<file path="config.mk">
export PLATFORM = sky130hd
export DESIGN_NAME = fdiv_iter
export DESIGN_NICKNAME = d
export VERILOG_FILES = /design/src/rtl/fdiv_iter.sv
export SDC_FILE = /design/constraint.sdc
export NUM_CORES = 1
export LEC_CHECK = 0
export ABC_AREA = 0
export CAP_MARGIN = 20
export CORE_UTILIZATION = 53
export DETAILED_ROUTE_END_ITERATION = 8
export GPL_TIMING_DRIVEN = 1
export HOLD_SLACK_MARGIN = 0.08
export PLACE_DENSITY = 0.77
export SYNTH_ARGS = -nofsm -noshare
export SYNTH_HDL_FRONTEND = slang
export SYNTH_SLANG_ARGS = --single-unit
</file>
<file path="constraint.sdc">
create_clock -name clk -period 3 [get_ports clk]
set_clock_uncertainty 0.15 [all_clocks]
set_input_delay 0.3 -clock clk [delete_from_list [all_inputs] [get_ports clk]]
set_output_delay 0.3 -clock clk [all_outputs]
set_load 0.02 [all_outputs]
</file>
<file path="src/rtl/fdiv_iter.sv">
// Multi-cycle IEEE-754 single-precision divider, radix-2 restoring, fixed 28-edge latency.
// Define FDIV_ROUND_EN for round-to-nearest-even; otherwise the result is truncated.
module fdiv_iter (
    input  logic        clk,
    input  logic        rstn,
    input  logic [31:0] x1,
    input  logic [31:0] x2,
    input  logic        in_valid,
    output logic        in_ready,
    output logic [31:0] y,
    output logic        out_valid,
    input  logic        out_ready
);

    typedef enum logic [1:0] {StIdle, StDiv, StNorm, StDone} state_e;

    state_e             state_q, state_d;
    logic               s_q;
    logic signed [9:0]  e_q;
    logic [24:0]        rem_q;
    logic [23:0]        d_q;
    logic               zflag_q, iflag_q;
    logic [4:0]         cnt_q;
    logic [25:0]        q_q;
    logic [31:0]        y_q;
    logic               out_valid_q;

    logic               ge;
    logic [24:0]        rem_sub;
    logic [22:0]        mant_t;
    logic               g, st;
    logic signed [9:0]  exp_t, exp_n;
    logic [23:0]        mant_r;
    logic [31:0]        y_n;
    logic signed [9:0]  e_in;

    always_ff @(posedge clk) begin
        if (!rstn) state_q <= StIdle;
        else       state_q <= state_d;
    end

    always_comb begin
        state_d = state_q;
        unique case (state_q)
            StIdle: if (in_valid) state_d = StDiv;
            StDiv:  if (cnt_q == 5'd25) state_d = StNorm;
            StNorm: state_d = StDone;
            StDone: if (out_ready) state_d = StIdle;
            default: state_d = StIdle;
        endcase
    end

    always_comb begin
        in_ready  = (state_q == StIdle);
        y         = y_q;
        out_valid = out_valid_q;
    end

    // Restoring step: rem stays below 2*d, so the shifted value fits in 25 bits.
    always_comb begin
        ge      = (rem_q >= {1'b0, d_q});
        rem_sub = ge ? (rem_q - {1'b0, d_q}) : rem_q;
        e_in    = $signed({2'b00, x1[30:23]}) - $signed({2'b00, x2[30:23]}) + 10'sd127;
    end

    always_comb begin
        if (q_q[25]) begin
            mant_t = q_q[24:2];
            g      = q_q[1];
            st     = q_q[0] | (rem_q != 25'd0);
            exp_t  = e_q;
        end else begin
            mant_t = q_q[23:1];
            g      = q_q[0];
            st     = (rem_q != 25'd0);
            exp_t  = e_q - 10'sd1;
        end
`ifdef FDIV_ROUND_EN
        mant_r = {1'b0, mant_t} + {23'd0, g & (st | mant_t[0])};
`else
        mant_r = {1'b0, mant_t};
`endif
        exp_n = mant_r[23] ? (exp_t + 10'sd1) : exp_t;
        if (zflag_q)               y_n = {s_q, 31'd0};
        else if (iflag_q)          y_n = {s_q, 8'hFF, 23'd0};
        else if (exp_n >= 10'sd255) y_n = {s_q, 8'hFF, 23'd0};
        else if (exp_n <= 10'sd0)  y_n = {s_q, 31'd0};
        else                       y_n = {s_q, exp_n[7:0], mant_r[22:0]};
    end

`ifndef FDIV_ROUND_EN
    logic unused_round;
    assign unused_round = g | st;
`endif

    always_ff @(posedge clk) begin
        if (!rstn) begin
            s_q         <= 1'b0;
            e_q         <= 10'sd0;
            rem_q       <= 25'd0;
            d_q         <= 24'd0;
            zflag_q     <= 1'b0;
            iflag_q     <= 1'b0;
            cnt_q       <= 5'd0;
            q_q         <= 26'd0;
            y_q         <= 32'd0;
            out_valid_q <= 1'b0;
        end else begin
            unique case (state_q)
                StIdle: begin
                    if (in_valid) begin
                        s_q     <= x1[31] ^ x2[31];
                        e_q     <= e_in;
                        rem_q   <= {2'b01, x1[22:0]};
                        d_q     <= {1'b1, x2[22:0]};
                        zflag_q <= (x1[30:23] == 8'd0);
                        iflag_q <= (x2[30:23] == 8'd0) & (x1[30:23] != 8'd0);
                        cnt_q   <= 5'd0;
                        q_q     <= 26'd0;
                    end
                end
                StDiv: begin
                    q_q   <= {q_q[24:0], ge};
                    rem_q <= {rem_sub[23:0], 1'b0};
                    cnt_q <= cnt_q + 5'd1;
                end
                StNorm: begin
                    y_q         <= y_n;
                    out_valid_q <= 1'b1;
                end
                StDone: begin
                    if (out_ready) out_valid_q <= 1'b0;
                end
                default: ;
            endcase
        end
    end

endmodule

</file>
# Word-level counts from Yosys, hierarchy flattened
# Cells that the tools add are included.
# op_classes
magnitude_cmp	3
add_sub_neg	5
n_eq_ne	7
bitwise_logic	2
muxes	19
n_reduce_logical	10
# op_table
cell	n
$mux 31	4
$pmux 26 s2	1
$pmux 25 s2	1
$mux 26	1
$ge 25x24->1	1
$mux 25	1
$mux 24	1
$sub 24x24->24	1
$mux 23	1
$logic_not 8->1	2
$add 9x8->10 const B	1
$ge 10x9->1 const B	1
$le 10x1->1 const B	1
$mux 10	1
$pmux 5 s2	1
$sub 10x2->10 const B	1
$sub 8x8->9	1
$pmux 2 s4	1
$reduce_bool 8->1	1
$mux 2	3
$ne 2x2->1 const B	3
$reduce_and 2->1	3
$add 5x1->5 const B	1
$eq 5x5->1 const B	1
other kinds (10)	12
# word_totals
regBits	128
word_cells	57
output_inout_bits	34
input_bits	68

# Longest topological paths before layout
# Gate-level depths: netlist (run 1).
# logic_depth
ltp_word	7
depth_mapped	13

# Least setup slack after synthesis (run 1)
# OpenSTA, ideal clock, no wires.
# synth_path
path_type	register to register
start	register d_q[18]
end	register rem_q[3]
path_stages_with_launch	11
setup_time_ps	128
t_arrival_ps	2372
path_slack_ps	350
cell_sequence	dfxtp_1 > inv_1 > ha_1 > and4_1 > and4_1 > nand3_2 > o31a_1 > o211ai_2 > mux2_2 > a222oi_1 > nor2_1
# synth_between
elab_chain_cells	3
# synth_rtl
element	line	rtl
from (decl)	21	logic [23:0] d_q;
from (signal assigned)	115	d_q <= {1'b1, x2[22:0]};
$ge 25x24->1	61	ge = (rem_q >= {1'b0, d_q});
$mux 24	62	rem_sub = ge ? (rem_q - {1'b0, d_q}) : rem_q;
$pmux 25 s2	109	unique case (state_q)
to (signal assigned)	114	rem_q <= {2'b01, x1[22:0]};
to (signal assigned)	124	rem_q <= {rem_sub[23:0], 1'b0};
to (decl)	20	logic [24:0] rem_q;
# Every way passes these cells.
# A chain may end at the register's enable or synchronous reset.

# Worst setup path after layout (run 1)
# layout_path
start	register d_q[20]
end	register rem_q[3]
# Same word-level chain as after synthesis.

==> results.ini, run 1 <==
[global_route]
overflow=0
grt_pass1_wl_um=29300
grt_antenna_before_repair=0
grt_pass1_vias=6448
grt_max_degree=60
track_usage_pct=25.4

[placed_design]
io_buffers=101
dp_slack_ns=-0.115
globalplace.congestion=0.901
dpl.hpwl_um=12200

[timing]
maxSlewViolCount=0
setup-violations-final=0
rsz0062_at_grt=no
period_minus_slack_ns=2.87
period_share_pct=95.6
worst_slack_ns=0.131
hold_violations=0
worstMarginPinSlew_ns=0.578
timing.setup.tns_ns=0
fmax_mhz=349
relSlewSlack_pct=61.5

[synthesis]
synth_top_area_share_pct=35.1
yosysMostFrequentCell=dfxtp_1
syn_nets=1001
synth_top_cells_by_count=128 x dfxtp_1, 112 x nand2_1, 83 x nor2_1
ys_seq_elements=128
syn_area_um2=7310
ys_seq_area_share_pct=35.1
yosysTopAreaCell=dfxtp_1
synth.avg_cell_area_um2=8.20
synthFlopType=dfxtp_1
ys_top_cells_by_area=dfxtp_1 35%, ha_1 6.8%, nand2_1 5.8%
async_flop_share_pct=0
yosysWarnings=0
synth_edf_count=0
synth_cell_type_count=74
synthCells=891

[layout]
fin_nets=1106
diodes=0
multi_input_area_um2=4330
drive_gt1_share_pct=11.1
syn_to_final_growth_pct=26.0
nFillCells=1162
register_area_um2=2560

[clock_tree]
clkTransAtPathRegs_ns=0.06
clk_path_buf_depth=2
cts_tree=yes
cts_made_buffers=17
htree_levels=4
hold_buffers=0
cts_sinks=128
cts-root-buf=clkbuf_16
clk_latency_ns=0.42

[route]
num_vias=6695
wl_per_cell_um=14.5
drcViolationCount=0
routed_wl_um=17200
drtIter0Drc=425
first_pass_iters=5
viasPerCell=5.65
antenna_left=0

[power]
swShare_pct=42.9
p_int_w=0.00576
pwr-share-comb_pct=57.0
power_density_nw_per_um2=1090
seqPwrFrac_pct=22.6
power_leakage_nw=3.62
ir_drop_mv=0.632
p_sw_w=0.00432
clock_power_share_pct=20.4
total_power_w=0.0101

[critical_path]
critPathMaxFanout=6
cp.arrival_ns=3.01
critical_path_required_ns=3.14
cp-end-kind=register
start_kind=register
critPathKind=reg2reg

[floorplan]
initial_utilization_pct=54.8
core_area_um2=13300
io_pins=102
die-area_um2=14300
die_y_um=119
die_x_um=119
row_count=42

[min_path]
hold_class=in2reg

[flow_run]
drv_cap=0

[status]
status=finished clean

## cell type report
| class | count | area share [%] |
|---|---|---|
| multi-input cells | 659 | 47.0 |
| well taps | 176 | 2.39 |
| repair buffers | 135 | 14.1 |
| inverters | 55 | 2.24 |
| clock inverters | 14 | 1.73 |
| clock buffers | 18 | 4.77 |
| flip-flops and latches | 128 | 27.8 |
## worst max-delay path, cell delays in order, from the launching register on
cell and delay (ns):
dfxtp_1 0.32, inv_1 0.04, ha_1 0.30, and4_1 0.24, and4_1 0.24, nand3_2 0.11
o31a_1 0.34, o211ai_2 0.07, buf_4 0.17, mux2_2 0.33, a222oi_1 0.34, nor2_1 0.09
## layer usage
layer	global-route usage (%)	part of all wire (%)	wire length (µm)	vias to the layer above
met5	0	0	0	-
met4	9.92	2.2	369	0
met2	43.9	49	8440	190
li1	-	-	-	3375
met1	30.3	44	7470	3096
met3	6.08	5.2	884	34
## metrics by stage
step                      instances  utilization (%)  hold slack (ns)  area (µm²)
after detailed placement       1152             64.4            0.291        8590
final                          1185             69.0            0.281        9210
after floorplan                 891                -            0.285        7310
after global placement         1152             64.4            0.284        8590
after CTS                      1184             68.8            0.267        9190
after global routing           1185             69.0            0.285        9210
## sequential cells by signal, summed over array words and instances, names as in the netlist
signal,count
cnt_q,5
d_q,24
e_q,10
iflag_q,1
out_valid,1
q_q,26
rem_q,25
s_q,1
state_q,2
y,32
zflag_q,1
## power by group through the flow
stage                     logic (W)  clock network, W  registers [W]
final                       0.00574           0.00206        0.00228
after global routing        0.00638           0.00218        0.00232
after CTS                   0.00564           0.00209        0.00227
after detailed placement    0.00558                 0        0.00231
after global placement      0.00551                 0        0.00230
after floorplan             0.00422                 0        0.00228
## kinds of logic (layout without fill, tap and decap cells)
group / after synthesis / after routing / synth area share [%]
AND/OR/NAND/NOR: 284 / 284 / 17.9
flip-flops: 128 / 128 / 35.1
multiplexers: 36 / 36 / 4.96
adder cells (fa/ha/maj): 42 / 42 / 7.39
AO/OA/AOI/OAI: 258 / 258 / 24.1
XOR/XNOR: 39 / 39 / 4.67
buffers and inverters: 104 / 222 / 5.96
## path summary, 6_finish.rpt
path | slack (ns) | depth (start not counted) | startpoint | end
hold / removal | 0.28 | 3 | x2[10] | d_q[10]$_SDFFE_PN0P_
hold reg to reg | 0.30 | 2 | y[22]$_SDFFE_PN0P_ | y[22]$_SDFFE_PN0P_
setup / recovery | 0.13 | 11 | d_q[20]$_SDFFE_PN0P_ | rem_q[3]$_SDFFE_PN0P_
setup reg to reg | 0.13 | 11 | d_q[20]$_SDFFE_PN0P_ | rem_q[3]$_SDFFE_PN0P_
## layout by cell type (no fill, tap or decap), types with 20 or more instances in the layout
| master | n |
|---|---|
| clkdlybuf4s50_1 | 101 |
| ha_1 | 40 |
| mux2i_1 | 34 |
| nand2_1 | 112 |
| o21ai_0 | 35 |
| buf_4 | 31 |
| a22oi_1 | 29 |
| a21oi_1 | 77 |
| inv_1 | 54 |
| xnor2_1 | 23 |
| dfxtp_1 | 128 |
| nor2_1 | 80 |
| o21ai_2 | 20 |
## timing repair
| action | CTS | global route |
|---|---|---|
| gates resized for setup | 0 | 5 |
| endpoints found under the hold margin | 0 | 0 |
| setup endpoints to repair | 0 | 15 |
| buffers inserted | 0 | 1 |
(Power assumes the default switching activity.)
==> run 2: changes to the inputs <==
--- a/config.mk
+++ b/config.mk
@@ -9,6 +9,7 @@
 export CAP_MARGIN = 20
 export CORE_UTILIZATION = 53
 export DETAILED_ROUTE_END_ITERATION = 8
+export GPL_ROUTABILITY_DRIVEN = 0
 export GPL_TIMING_DRIVEN = 1
 export HOLD_SLACK_MARGIN = 0.08
 export PLACE_DENSITY = 0.77
==> results of run 2 <==
The final DEF is identical to that of run 1; final timing and power are the same.
==> run 3: changes to the inputs <==
--- a/config.mk
+++ b/config.mk
@@ -8,6 +8,7 @@
 export ABC_AREA = 0
 export CAP_MARGIN = 20
 export CORE_UTILIZATION = 53
+export CTS_BUF_LIST = sky130_fd_sc_hd__clkbuf_8
 export DETAILED_ROUTE_END_ITERATION = 8
 export GPL_ROUTABILITY_DRIVEN = 0
 export GPL_TIMING_DRIVEN = 1
==> run 3 against run 2 <==
Compared with the run above:
- final area is 2.1% lower
- global-route usage is 0.75 points lower
- register-to-register slack better by 0.02 ns
- non-clock buffer count is 1 lower
- die area stayed put
- core utilization is 1.5 points lower
- sequential power hardly changed
- wire length is 2.5% lower
- fmax is 0.82% higher
==> results.ini, run 3 (synthesis results as in run 1) <==
[clock_tree]
cts_sinks=128  ; unchanged
htree_levels=4  ; unchanged
clkTransAtPathRegs_ns=0.08  ; +0.02 ns
cts_setup_buffers=0  ; unchanged
cts_made_buffers=17  ; unchanged
cts-root-buf=clkbuf_8
clk_path_buf_depth=2  ; unchanged
cts_tree=yes
clk_latency_ns=0.45  ; +0.03 ns

[floorplan]
initial_utilization_pct=54.8  ; unchanged
row_count=42  ; unchanged
io_pins=102  ; unchanged
die_y_um=119  ; unchanged
core_area_um2=13300  ; unchanged
die-area_um2=14300  ; unchanged
die_x_um=119  ; unchanged

[route]
wl_per_cell_um=14.1  ; -2.4%
routed_wl_um=16700  ; -2.5%
first_pass_iters=5  ; unchanged
viasPerCell=5.62  ; -0.54%
drcViolationCount=0  ; unchanged
num_vias=6653  ; -0.63%
drtIter0Drc=398  ; -6.4%
antenna_left=0  ; unchanged

[timing]
worst_slack_ns=0.154  ; +0.0233 ns
period_minus_slack_ns=2.85  ; -0.0233 ns
whs_ns=0.245  ; -0.0365 ns
relSlewSlack_pct=62.0  ; +0.53 points
hold_violations=0  ; unchanged
fmax_mhz=351  ; +0.82%
rsz0062_at_grt=no
worstMarginPinSlew_ns=0.570  ; -0.00801 ns
period_share_pct=94.9  ; -0.78 points
setup-violations-final=0  ; unchanged
maxSlewViolCount=0  ; unchanged

[critical_path]
start_kind=register
critPathKind=reg2reg
cp-startpoint=rem_q[0]$_SDFFE_PN0P_
critical_path_required_ns=3.25  ; +0.11 ns
cp-end-kind=register
worstReg2RegStart=rem_q[0]$_SDFFE_PN0P_
critPathMaxFanout=3  ; -3
cp.arrival_ns=3.09  ; +0.08 ns

[layout]
multi_input_area_um2=4330  ; about the same
register_area_um2=2560  ; unchanged
largest_reg_flops=32  ; unchanged
syn_to_final_growth_pct=23.3
drive_gt1_share_pct=10.8  ; -0.29 points
finalInstanceArea_um2=9010  ; -2.1%
diodes=0  ; unchanged
layout_common_cells=128 x dfxtp_1, 112 x nand2_1, 101 x clkdlybuf4s50_1
fin_nets=1105  ; -0.090%
final_common_cell=dfxtp_1
nFillCells=1188  ; +2.2%

[global_route]
grt_pass1_wl_um=28600  ; -2.5%
grt_antenna_before_repair=0  ; unchanged
track_usage_pct=24.7  ; -0.75 points
grt_pass1_vias=6310  ; -2.1%
overflow=0  ; unchanged
grt_max_degree=60  ; unchanged

[power]
power_leakage_nw=3.53  ; -2.5%
total_power_w=0.00948  ; -5.9%
ir_drop_mv=0.575  ; -9.0%
power_density_nw_per_um2=1050  ; -3.9%

[min_path]
hold_class=in2reg
min_from=x2[10]

[placed_design]
io_buffers=101  ; unchanged
dpl.hpwl_um=12200  ; unchanged
dp_slack_ns=-0.115  ; unchanged
postPlaceCellArea_um2=8590  ; unchanged

[flow_run]
drv_cap=0  ; unchanged

[status]
status=finished clean

==> run 3: changes by cell type in the layout (fill, tap and decap cells not counted), sizes merged <==
cell,change
buf,-1
==> run 3: path summary, 6_finish.rpt <==
kind | to | cells after the start | slack, ns
setup / recovery | rem_q[23]$_SDFFE_PN0P_ | 11 | 0.15
hold / removal | d_q[10]$_SDFFE_PN0P_ | 3 | 0.24
setup reg to reg | rem_q[23]$_SDFFE_PN0P_ | 11 | 0.15
hold reg to reg | y[22]$_SDFFE_PN0P_ | 2 | 0.30
==> run 3: report_power, final <==
group          total, W  switching, W  internal (W)
clock network   0.00151      0.000733      0.000774
logic           0.00570       0.00324       0.00246
registers       0.00227      0.000255       0.00202
==> run 3: routing by layer <==
metal  part of all wire [%]  global-route usage, %
met5                      0                      0
met1                     45                   30.3
met3                    4.5                   4.69
met4                    1.6                   9.38
met2                     49                   42.6
==> run 3: timing repair <==
item	CTS	global route
hold buffers	0	0
resized for setup	0	3
setup endpoints to repair	0	14
==> run 3: area by class of cell <==
cell class,instances,area share (%)
inverters,55,2.29
repair buffers,134,14.3
flip-flops and latches,128,28.4
multi-input cells,659,48.0
clock inverters,14,1.76
well taps,176,2.44
clock buffers,18,2.75
==> run 3: critical path, stage by stage (launching register included) <==
cell and delay [ns]:
dfxtp_1 0.38, inv_1 0.06, ha_1 0.23, fa_1 0.40
nor2b_1 0.18, o31a_1 0.21, o221ai_2 0.15, a21oi_1 0.33
nor3_1 0.13, o21a_1 0.20, nor3_1 0.16, o221a_1 0.20
==> run 3: through the flow <==
stage          TNS, ns  cells  util [%]
2_1_floorplan        0    891         -
3_3_place_gp   -0.0450   1152      64.4
3_5_place_dp    -0.164   1152      64.4
4_1_cts              0   1184      67.4
5_1_grt              0   1184      67.5
6_report             0   1184      67.5
